<file path="config.mk">
export PLATFORM = sky130hd
export DESIGN_NAME = imem_arbiter
export DESIGN_NICKNAME = d
export VERILOG_FILES = /design/src/rtl/imem_arbiter.sv
export SDC_FILE = /design/constraint.sdc
export NUM_CORES = 1
export LEC_CHECK = 0
export CAP_MARGIN = 20
export CORE_AREA = 2 2 82 84
export CTS_BUF_LIST = sky130_fd_sc_hd__clkbuf_16
export DETAILED_ROUTE_END_ITERATION = 8
export DIE_AREA = 0 0 84 86
export MAX_ROUTING_LAYER = met4
export PLACE_DENSITY = 0.81
export SLEW_MARGIN = 20
export SYNTH_ARGS = -nofsm -noshare
export SYNTH_HDL_FRONTEND = slang
export SYNTH_SLANG_ARGS = --single-unit
</file>
<file path="constraint.sdc">
create_clock -name clk_i -period 4.59 [get_ports clk_i]
set_clock_uncertainty 0.1 [all_clocks]
set_input_delay 0.6885 -clock clk_i [delete_from_list [all_inputs] [get_ports clk_i]]
set_output_delay 0.6885 -clock clk_i [all_outputs]
set_load 0.02 [all_outputs]
</file>
<file path="src/rtl/imem_arbiter.sv">
// Single-port instruction SRAM arbiter: the loader writes, fetch reads, and a
// starvation counter guarantees fetch eventually wins against a busy loader.
module imem_arbiter #(
  parameter int ADDR_W       = 8,
  parameter int STARVE_LIMIT = 4
) (
  input  logic              clk_i,
  input  logic              reset_i,
  input  logic              f_req_i,
  input  logic [31:0]       f_addr_i,
  input  logic              f_flush_i,
  output logic              f_gnt_o,
  output logic              f_rvalid_o,
  output logic [31:0]       f_rdata_o,
  input  logic              l_req_i,
  input  logic [31:0]       l_addr_i,
  input  logic [31:0]       l_wdata_i,
  output logic              l_gnt_o,
  output logic              l_done_o,
  output logic              mem_csb_o,
  output logic              mem_web_o,
  output logic [ADDR_W-1:0] mem_addr_o,
  output logic [31:0]       mem_din_o,
  input  logic [31:0]       mem_dout_i
);

  // state | meaning
  // IDLE  | no grant last cycle
  // RD    | fetch granted last cycle, read data on mem_dout_i now
  // WR    | loader granted last cycle, write has completed
  typedef enum logic [1:0] {IDLE, RD, WR} state_t;

  localparam int CNT_W = (STARVE_LIMIT < 1) ? 1 : $clog2(STARVE_LIMIT + 1);
  localparam logic [CNT_W-1:0] LIMIT = CNT_W'(STARVE_LIMIT);

  state_t           state;
  state_t           state_next;
  logic [CNT_W-1:0] starve_cnt;
  logic [CNT_W-1:0] starve_next;
  logic             f_gnt;
  logic             l_gnt;

  // Byte-offset and upper address bits never reach the SRAM.
  logic unused_addr_bits;
  assign unused_addr_bits = ^{f_addr_i[31:ADDR_W+2], f_addr_i[1:0],
                              l_addr_i[31:ADDR_W+2], l_addr_i[1:0]};

  always_comb begin
    f_gnt = 1'b0;
    l_gnt = 1'b0;
    if (!reset_i) begin
      if (f_req_i && l_req_i) begin
        if (starve_cnt == LIMIT) f_gnt = 1'b1;
        else                     l_gnt = 1'b1;
      end else if (l_req_i) begin
        l_gnt = 1'b1;
      end else if (f_req_i) begin
        f_gnt = 1'b1;
      end
    end
  end

  assign f_gnt_o = f_gnt;
  assign l_gnt_o = l_gnt;

  always_comb begin
    starve_next = '0;
    if (f_req_i && !f_gnt) begin
      if (starve_cnt == LIMIT) starve_next = starve_cnt;
      else                     starve_next = starve_cnt + CNT_W'(1);
    end
  end

  always_comb begin
    mem_csb_o  = 1'b1;
    mem_web_o  = 1'b1;
    mem_addr_o = '0;
    mem_din_o  = '0;
    if (f_gnt) begin
      mem_csb_o  = 1'b0;
      mem_addr_o = f_addr_i[ADDR_W+1:2];
    end else if (l_gnt) begin
      mem_csb_o  = 1'b0;
      mem_web_o  = 1'b0;
      mem_addr_o = l_addr_i[ADDR_W+1:2];
      mem_din_o  = l_wdata_i;
    end
  end

  always_ff @(posedge clk_i) begin
    if (reset_i) begin
      state      <= IDLE;
      starve_cnt <= '0;
    end else begin
      state      <= state_next;
      starve_cnt <= starve_next;
    end
  end

  // Responses are gated by reset so a pending read or write done is dropped.
  always_comb begin
    state_next = IDLE;
    f_rvalid_o = 1'b0;
    f_rdata_o  = '0;
    l_done_o   = 1'b0;
    if (f_gnt)      state_next = RD;
    else if (l_gnt) state_next = WR;
    if (!reset_i) begin
      case (state)
        RD: begin
          f_rvalid_o = ~f_flush_i;
          f_rdata_o  = mem_dout_i;
        end
        WR:      l_done_o = 1'b1;
        default: ;
      endcase
    end
  end

endmodule

</file>
# After elaboration in Yosys (flattened, before gate mapping)
# Cells that the tools add are included.
# totals
regBits,5
# op_classes
reduce_logical,5
bitwise_logic,2
eq_ne,3
n_addsub,1
muxes,24
# ops
cell,count
$mux W32,4
$mux W1,17
$mux W8,2
$reduce_or A2 Y1,2
$add A3 B1 Y3 const B,1
$eq A3 B3 Y1 const B,1
$eq A2 B1 Y1 const B,1
$eq A2 B2 Y1 const B,1
$logic_and A1 B1 Y1,2
$mux W2,1
$not A1 Y1,2
$logic_not A1 Y1,1

# Longest topological paths before layout
# Gate-level depths: netlist of the first run.
# logic_depth
word_depth,8
depth_mapped,6
mapped_depth_nobuf,4

# Worst setup path before layout of the first run
# OpenSTA, ideal clock, no wires.
# synth_timing
path_kind,input to output
from,input port f_req_i
to,output port mem_din_o[30]
setup_slack_ns,2.268
t_required_ns,3.802
arrival_ns,1.534
stages,3
path_cell_list,and3_1 > buf_2 > nor3b_1
# synth_via
elab_chain_cells,5
word_cells_on_any_way,9
# synth_rtl
item,line,text
start: declaration,9,"input logic f_req_i,"
$mux W1 / $logic_and A1 B1 Y1 (equally long branches),"57, 52",
"$mux W1, on equally long branches","55, 52",
"$mux W1, on equally long branches","52, 51",
$mux W1 / $mux W32 (equally long branches),"51, 82",
$mux W32 (*),79,if (f_gnt) begin
end: declaration,23,"output logic [31:0] mem_din_o,"
# Every way passes the cells marked *; elsewhere a longest branch is shown, timed or not.

# Final worst setup path of the first run
# layout_timing
from,input port l_req_i
to,output port mem_din_o[17]
# layout_via
elab_chain_cells,5
word_cells_on_any_way,9
# layout_rtl
item,line,text
start: declaration,15,"input logic l_req_i,"
$mux W1 / $logic_and A1 B1 Y1 (equally long branches),"55, 52",
$mux W1,52,if (f_req_i && l_req_i) begin
$mux W1,51,if (!reset_i) begin
$mux W32,82,end else if (l_gnt) begin
$mux W32 (*),79,
# Marks and branches as above.

==> results of run 1 <==
==> metrics by stage <==
stage	util (%)	hold WS, ns	power, W
after detailed placement	44.4	0.350	0.000233
after global routing	45.7	0.385	0.000389
after global placement	44.4	0.342	0.000231
after floorplan	-	0.326	0.000117
final	45.7	0.355	0.000373
after CTS	45.7	0.355	0.000377
==> layout make-up <==
| cell class | instances | area [µm²] | area share [%] |
|---|---|---|---|
| clock buffers | 3 | 75.1 | 2.62 |
| clock inverters | 1 | 3.75 | 0.131 |
| inverters | 3 | 11.3 | 0.392 |
| multi-input cells | 108 | 911 | 31.7 |
| flip-flops and latches | 5 | 100 | 3.49 |
| well taps | 77 | 96.3 | 3.36 |
| repair buffers | 167 | 1670 | 58.3 |
==> power by group <==
group          switching (W)  leakage [nW]  internal (W)
registers        0.000000753        0.0409     0.0000451
logic              0.0000665         0.932      0.000119
clock network      0.0000287        0.0423      0.000113
==> cell families after synthesis <==
kind of cell	after synthesis	synth area share [%]
buffers and inverters	20	11.0
AND/OR/NAND/NOR	95	71.6
AO/OA/AOI/OAI	11	6.42
adder cells (fa/ha/maj)	2	2.21
flip-flops	5	8.85
==> worst max-delay path, cell delays in order <==
cell and delay (ns):
clkdlybuf4s50_1 0.76, nand2b_2 0.42, buf_4 0.33, nor3b_2 0.20, clkdlybuf4s50_1 0.63
==> state kept, by name, indices dropped and copies added (netlist names) <==
signal      count
state           2
starve_cnt      3
==> routing by layer <==
layer | up-vias | part of all wire (%) | track usage (%)
met2 | 92 | 52 | 22.0
met3 | 5 | 8.5 | 3.66
met4 | 0 | 0.67 | 1.76
li1 | 765 | - | -
met5 | - | 0 | -
met1 | 690 | 39 | 13.2
==> worst paths after layout <==
path,slack (ns),depth (start not counted),end
min,0.36,1,starve_cnt[0]$_SDFFE_PP0P_
max,0.76,5,mem_din_o[17]
min reg2reg,0.36,1,starve_cnt[0]$_SDFFE_PP0P_
max reg2reg,2.81,4,starve_cnt[1]$_SDFFE_PP0P_
==> cells in the final DEF (no fill, tap or decap), drive strengths merged, types with 2 or more instances in the layout <==
cell type      count
nand3b            16
ha                 2
inv                4
buf                5
and2              32
nor3b             35
nand2b             3
dfxtp              5
clkbuf             3
nor2               4
o22ai              8
clkdlybuf4s50    162
==> impl_metrics.prom, run 1 <==
# TYPE chip_impl_metric gauge
chip_impl_metric{name="tritoncts_buffers",unit=""} 3
chip_impl_metric{name="holdBufCountCts",unit=""} 0
chip_impl_metric{name="dr_total_vias",unit=""} 1552
chip_impl_info{name="synth_top_cell_by_area",value="nor3b_2"} 1
chip_impl_metric{name="global_route_wire_length_before_repair",unit="µm"} 6980
chip_impl_metric{name="clk_pin_slew",unit="ns"} 0.03
chip_impl_metric{name="clk-insertion-delay-late",unit="ns"} 0.23
chip_impl_metric{name="required_time_of_the_worst_setup_path",unit="ns"} 3.80
chip_impl_metric{name="antenna_violations_before_repair",unit=""} 0
chip_impl_metric{name="final.period_utilization",unit="%"} 83.4
chip_impl_metric{name="netlist_area",unit="µm²"} 1130
chip_impl_metric{name="clock_path_buffers",unit=""} 2
chip_impl_info{name="beginning_of_the_worst_hold_path",value="starve_cnt[0]$_SDFFE_PP0P_"} 1
chip_impl_metric{name="area_growth_syn_to_layout",unit="%"} 154
chip_impl_metric{name="cts_setup_buffers",unit=""} 0
chip_impl_metric{name="clkSinkCount",unit=""} 5
chip_impl_metric{name="yosysTopAreaCellShare",unit="%"} 34.3
chip_impl_metric{name="grt_max_degree",unit=""} 34
chip_impl_info{name="tritoncts",value="built"} 1
chip_impl_metric{name="netlist-cell-type-count",unit=""} 22
chip_impl_metric{name="fillerInstances",unit=""} 606
chip_impl_info{name="status",value="finished clean"} 1
chip_impl_metric{name="final-hold-violation-count",unit=""} 0
chip_impl_metric{name="synth_enable_flop_cells",unit=""} 0
chip_impl_info{name="synthMostInstantiatedCell",value="and2_1"} 1
chip_impl_metric{name="slew_viol_final",unit=""} 0
chip_impl_metric{name="p_leak",unit="nW"} 1.02
chip_impl_metric{name="final_weighted_congestion_in_routability_driven_placement",unit=""} 0.712
chip_impl_metric{name="max-vdd-ir-drop",unit="V"} 0.000175
chip_impl_metric{name="cts.repair.resized",unit=""} 0
chip_impl_info{name="synth_common_cells",value="and2_1 (32), nor3b_2 (31), nand3b_1 (16)"} 1
chip_impl_metric{name="layout.cells.non_filler",unit=""} 364
chip_impl_info{name="timing_worst_setup_path_type",value="in2out"} 1
chip_impl_metric{name="ant_nets",unit=""} 0
chip_impl_metric{name="power_density",unit="nW/µm²"} 130
chip_impl_info{name="netlist_top_cells_area",value="nor3b_2 (34%), and2_1 (18%), nand3b_1 (11%)"} 1
chip_impl_info{name="holdCritPathClass",value="reg2reg"} 1
chip_impl_metric{name="setup-tns-final",unit="ns"} 0
chip_impl_metric{name="mappedNetlistNets",unit=""} 268
chip_impl_metric{name="worstPathMaxFanout",unit=""} 19
chip_impl_metric{name="core",unit="µm²"} 6280
chip_impl_metric{name="finalWorstSetupSlack",unit="ns"} 0.760
chip_impl_metric{name="placed_cells_incl_taps",unit=""} 360
chip_impl_metric{name="viasPerCell",unit=""} 4.26
chip_impl_metric{name="drv_cap",unit=""} 0
chip_impl_metric{name="port_buffers",unit=""} 162
chip_impl_metric{name="synthCells",unit=""} 133
chip_impl_info{name="ctsRootBufferMaster",value="clkbuf_16"} 1
chip_impl_metric{name="fin_area",unit="µm²"} 2870
chip_impl_info{name="unrepaired_setup_endpoints_after_global_routing",value="false"} 1
chip_impl_metric{name="tightest_slew",unit="ns"} 0.882
chip_impl_metric{name="detail_route.first_pass.iterations",unit=""} 4
chip_impl_metric{name="synth.ff_latch_count",unit=""} 5
chip_impl_metric{name="setup_viol_count_final",unit=""} 0
chip_impl_info{name="postSynth.topFlopCell",value="dfxtp_1"} 1
chip_impl_metric{name="layout-drive-gt1-share",unit="%"} 14.3
chip_impl_metric{name="synthesis.yosys.warnings",unit=""} 0
chip_impl_metric{name="synth_seq_area_share",unit="%"} 8.85
chip_impl_metric{name="dr_wl_cell",unit="µm"} 12.8
chip_impl_metric{name="design.die.area",unit="µm²"} 7220
chip_impl_metric{name="floorplan.io_pins",unit=""} 211
chip_impl_metric{name="placed_cell_area",unit="µm²"} 2790
chip_impl_metric{name="initial_utilization",unit="%"} 18.0
chip_impl_metric{name="syn_area_cell",unit="µm²"} 8.50
chip_impl_metric{name="die-height",unit="µm"} 86
chip_impl_metric{name="cp_data_arrival_time",unit="ns"} 3.04
chip_impl_metric{name="die_width",unit="µm"} 84
chip_impl_metric{name="hpwl",unit="µm"} 3910
chip_impl_metric{name="std_cell_rows",unit=""} 29
chip_impl_info{name="critical_register_to_register_path_startpoint",value="starve_cnt[0]$_SDFFE_PP0P_"} 1
chip_impl_metric{name="routed_wl",unit="µm"} 4650
chip_impl_metric{name="slew_headroom",unit="%"} 41.1
chip_impl_metric{name="cts_max_level",unit=""} 1
chip_impl_metric{name="share_of_synthesized_flip_flops_with_an_asynchronous_set_or_reset",unit="%"} 0
chip_impl_metric{name="drt_drc",unit=""} 0
chip_impl_info{name="cp-end-kind",value="output pin"} 1
chip_impl_metric{name="total_global_routing_track_utilization",unit="%"} 12.1
chip_impl_info{name="worstSetupStartpointType",value="primary input"} 1
chip_impl_metric{name="number_of_antenna_repair_diodes",unit=""} 0
chip_impl_metric{name="drtIter0Drc",unit=""} 30
chip_impl_metric{name="min_period",unit="ns"} 3.83
chip_impl_info{name="critPathLaunch",value="l_req_i"} 1
chip_impl_metric{name="max_freq",unit="MHz"} 261
chip_impl_metric{name="via_count_of_the_first_global_routing_pass",unit=""} 1426
chip_impl_metric{name="overflow",unit=""} 0
chip_impl_metric{name="design.final.nets",unit=""} 423
chip_impl_metric{name="dp_slack",unit="ns"} 0.715
Power figures use the tool's default switching activity.
==> inputs of run 2 (changes only) <==
--- a/config.mk
+++ b/config.mk
@@ -6,12 +6,12 @@
 export NUM_CORES = 1
 export LEC_CHECK = 0
 export CAP_MARGIN = 20
-export CORE_AREA = 2 2 82 84
+export CORE_AREA = 2 2 81 83
 export CTS_BUF_LIST = sky130_fd_sc_hd__clkbuf_16
 export DETAILED_ROUTE_END_ITERATION = 8
-export DIE_AREA = 0 0 84 86
+export DIE_AREA = 0 0 83 85
 export MAX_ROUTING_LAYER = met4
-export PLACE_DENSITY = 0.81
+export PLACE_DENSITY = 0.82
 export SLEW_MARGIN = 20
 export SYNTH_ARGS = -nofsm -noshare
 export SYNTH_HDL_FRONTEND = slang
==> constraint.sdc (replaced) <==
create_clock -name clk_i -period 3.6 [get_ports clk_i]
set_clock_uncertainty 0.1 [all_clocks]
set_input_delay 0.54 -clock clk_i [delete_from_list [all_inputs] [get_ports clk_i]]
set_output_delay 0.54 -clock clk_i [all_outputs]
set_load 0.02 [all_outputs]
==> run 2 against run 1 <==
Hold slack better by 0.0044 ns. Total power up 29%. Die area down 2.3%. Largest power group unchanged.
==> impl_metrics.prom, run 2 (same netlist as run 1, synthesis figures left out) <==
# TYPE chip_impl_metric gauge
chip_impl_metric{name="drv_cap",unit=""} 0
chip_impl_metric{name="multi_input_area",unit="µm²"} 911
chip_impl_metric{name="fillerInstances",unit=""} 580
chip_impl_info{name="unrepaired_setup_endpoints_after_global_routing",value="false"} 1
chip_impl_metric{name="drtIter0Drc",unit=""} 22
chip_impl_metric{name="overflow",unit=""} 0
chip_impl_metric{name="min_period",unit="ns"} 3.12
chip_impl_metric{name="final_weighted_congestion_in_routability_driven_placement",unit=""} 0.742
chip_impl_info{name="largest_registers",value="starve_cnt: 3 flops, state: 2 flops"} 1
chip_impl_metric{name="seqCellArea",unit="µm²"} 100
chip_impl_metric{name="viasPerCell",unit=""} 4.17
chip_impl_metric{name="die_width",unit="µm"} 83
chip_impl_metric{name="tritoncts_buffers",unit=""} 3
chip_impl_metric{name="layout-drive-gt1-share",unit="%"} 15.2
chip_impl_metric{name="hpwl",unit="µm"} 3830
chip_impl_info{name="critical_path_cell_by_cell",value="clkdlybuf4s50_1 > nand2b_2 > buf_4 > nor3b_2 > clkdlybuf4s50_1"} 1
chip_impl_metric{name="port_buffers",unit=""} 162
chip_impl_metric{name="cts_setup_buffers",unit=""} 0
chip_impl_metric{name="cp_slowest_stage_delay",unit="ns"} 0.65
chip_impl_metric{name="floorplan.io_pins",unit=""} 211
chip_impl_metric{name="std_cell_rows",unit=""} 29
chip_impl_metric{name="worstPathMaxFanout",unit=""} 9
chip_impl_metric{name="detail_route.first_pass.iterations",unit=""} 3
chip_impl_metric{name="slew_headroom",unit="%"} 74.4
chip_impl_metric{name="holdBufCountCts",unit=""} 0
chip_impl_metric{name="cp_data_arrival_time",unit="ns"} 2.48
chip_impl_metric{name="design.die.area",unit="µm²"} 7060
chip_impl_metric{name="final.period_utilization",unit="%"} 86.8
chip_impl_metric{name="largest_register_ffs",unit=""} 3
chip_impl_info{name="layout_commonest_cell",value="clkdlybuf4s50_1"} 1
chip_impl_info{name="timing_worst_setup_path_type",value="in2out"} 1
chip_impl_info{name="mostFrequentLayoutCells",value="clkdlybuf4s50_1 (162), and2_1 (32), nor3b_2 (31)"} 1
chip_impl_metric{name="p_leak",unit="nW"} 1.04
chip_impl_metric{name="design.final.nets",unit=""} 426
chip_impl_metric{name="crit_buf_inv",unit=""} 3
chip_impl_metric{name="final-hold-violation-count",unit=""} 0
chip_impl_metric{name="drt_drc",unit=""} 0
chip_impl_info{name="status",value="finished clean"} 1
chip_impl_metric{name="max-vdd-ir-drop",unit="V"} 0.000226
chip_impl_metric{name="routed_wl",unit="µm"} 4620
chip_impl_metric{name="dr_wl_cell",unit="µm"} 12.6
chip_impl_info{name="path_common_cell",value="clkdlybuf4s50_1"} 1
chip_impl_info{name="cp-end-kind",value="output pin"} 1
chip_impl_metric{name="global_route_wire_length_before_repair",unit="µm"} 7090
chip_impl_info{name="regMostFlops",value="starve_cnt"} 1
chip_impl_metric{name="cts.repair.resized",unit=""} 0
chip_impl_metric{name="setup-tns-final",unit="ns"} 0
chip_impl_metric{name="setup_viol_count_final",unit=""} 0
chip_impl_metric{name="clk_pin_slew",unit="ns"} 0.03
chip_impl_info{name="worstSetupStartpointType",value="primary input"} 1
chip_impl_metric{name="core",unit="µm²"} 6200
chip_impl_metric{name="total_global_routing_track_utilization",unit="%"} 12.4
chip_impl_metric{name="ant_nets",unit=""} 0
chip_impl_metric{name="grt_max_degree",unit=""} 34
chip_impl_info{name="worst_path_max_delay_cell",value="clkdlybuf4s50_1"} 1
chip_impl_metric{name="layout.cells.non_filler",unit=""} 367
chip_impl_metric{name="placed_cells_incl_taps",unit=""} 363
chip_impl_metric{name="clock_path_buffers",unit=""} 2
chip_impl_metric{name="area_growth_syn_to_layout",unit="%"} 157
chip_impl_info{name="holdCritPathClass",value="reg2reg"} 1
chip_impl_metric{name="via_count_of_the_first_global_routing_pass",unit=""} 1452
chip_impl_info{name="delay_heaviest_family_cp",value="buffers and inverters"} 1
chip_impl_metric{name="initial_utilization",unit="%"} 18.2
chip_impl_metric{name="required_time_of_the_worst_setup_path",unit="ns"} 2.96
chip_impl_metric{name="antenna_violations_before_repair",unit=""} 0
chip_impl_metric{name="number_of_antenna_repair_diodes",unit=""} 0
chip_impl_info{name="ctsRootBufferMaster",value="clkbuf_16"} 1
chip_impl_metric{name="max_freq",unit="MHz"} 320
chip_impl_info{name="tritoncts",value="built"} 1
chip_impl_metric{name="tightest_slew",unit="ns"} 0.384
chip_impl_metric{name="cts_max_level",unit=""} 1
chip_impl_metric{name="power_density",unit="nW/µm²"} 165
chip_impl_metric{name="dr_total_vias",unit=""} 1529
chip_impl_metric{name="die-height",unit="µm"} 85
chip_impl_metric{name="clk-insertion-delay-late",unit="ns"} 0.23
chip_impl_metric{name="clkSinkCount",unit=""} 5
chip_impl_metric{name="slew_viol_final",unit=""} 0
-- run 2: cell types whose count changed in the layout (fill, tap and decap cells not counted) --
cell / previous run / this run
buf_12: 1 / 2
buf_4: 4 / 6
-- run 2: worst register-to-register path: stages, from the launching register on --
cell and delay [ns]:
dfxtp_1 0.35, inv_1 0.06, ha_1 0.22, a21boi_1 0.31, buf_4 0.23, nor3b_1 0.17
-- run 2: worst paths after layout --
path	slack [ns]	from	end	depth (start not counted)
worst min-delay path	0.36	starve_cnt[0]$_SDFFE_PP0P_	starve_cnt[0]$_SDFFE_PP0P_	1
worst max-delay path	0.48	l_req_i	mem_din_o[27]	5
worst min register to register	0.36	starve_cnt[0]$_SDFFE_PP0P_	starve_cnt[0]$_SDFFE_PP0P_	1
worst max register to register	2.09	starve_cnt[0]$_SDFFE_PP0P_	starve_cnt[0]$_SDFFE_PP0P_	5
-- run 2: cell type report --
type,count,area share (%)
multi-input cells,108,31.4
inverters,3,0.388
clock inverters,1,0.129
clock buffers,3,2.59
well taps,77,3.32
repair buffers,170,58.8
flip-flops and latches,5,3.45
-- run 2: layer usage --
| metal | vias up | routed length, µm | GRT usage [%] |
|---|---|---|---|
| met2 | 85 | 2390 | 22.1 |
| met5 | - | 0 | - |
| met3 | 4 | 353 | 3.89 |
| met4 | 0 | 25 | 2.38 |
| met1 | 671 | 1850 | 13.8 |
| li1 | 769 | - | - |
-- run 2: metrics by stage --
stage	util, %	worst slack, ns	instance area [µm²]	total power (W)	hold slack [ns]
after CTS	46.8	0.449	2900	0.000486	0.358
after floorplan	-	1.52	1130	0.000149	0.326
after global placement	45.5	0.498	2830	0.000298	0.348
after global routing	46.8	0.390	2900	0.000504	0.372
after detailed placement	45.5	0.458	2830	0.000301	0.353
final	46.8	0.475	2900	0.000480	0.360
-- run 2: power by group --
part           internal (W)  total [W]  switching (W)
clock network      0.000144   0.000181      0.0000375
logic              0.000155   0.000241      0.0000853
registers         0.0000574  0.0000584    0.000000985
total              0.000357   0.000480       0.000124
==> inputs of run 3 (changes only) <==
--- a/config.mk
+++ b/config.mk
@@ -5,7 +5,6 @@
 export SDC_FILE = /design/constraint.sdc
 export NUM_CORES = 1
 export LEC_CHECK = 0
-export CAP_MARGIN = 20
 export CORE_AREA = 2 2 81 83
 export CTS_BUF_LIST = sky130_fd_sc_hd__clkbuf_16
 export DETAILED_ROUTE_END_ITERATION = 8
==> results of run 3 <==
Same layout as run 2: the final DEF is identical, and so are final timing and power.
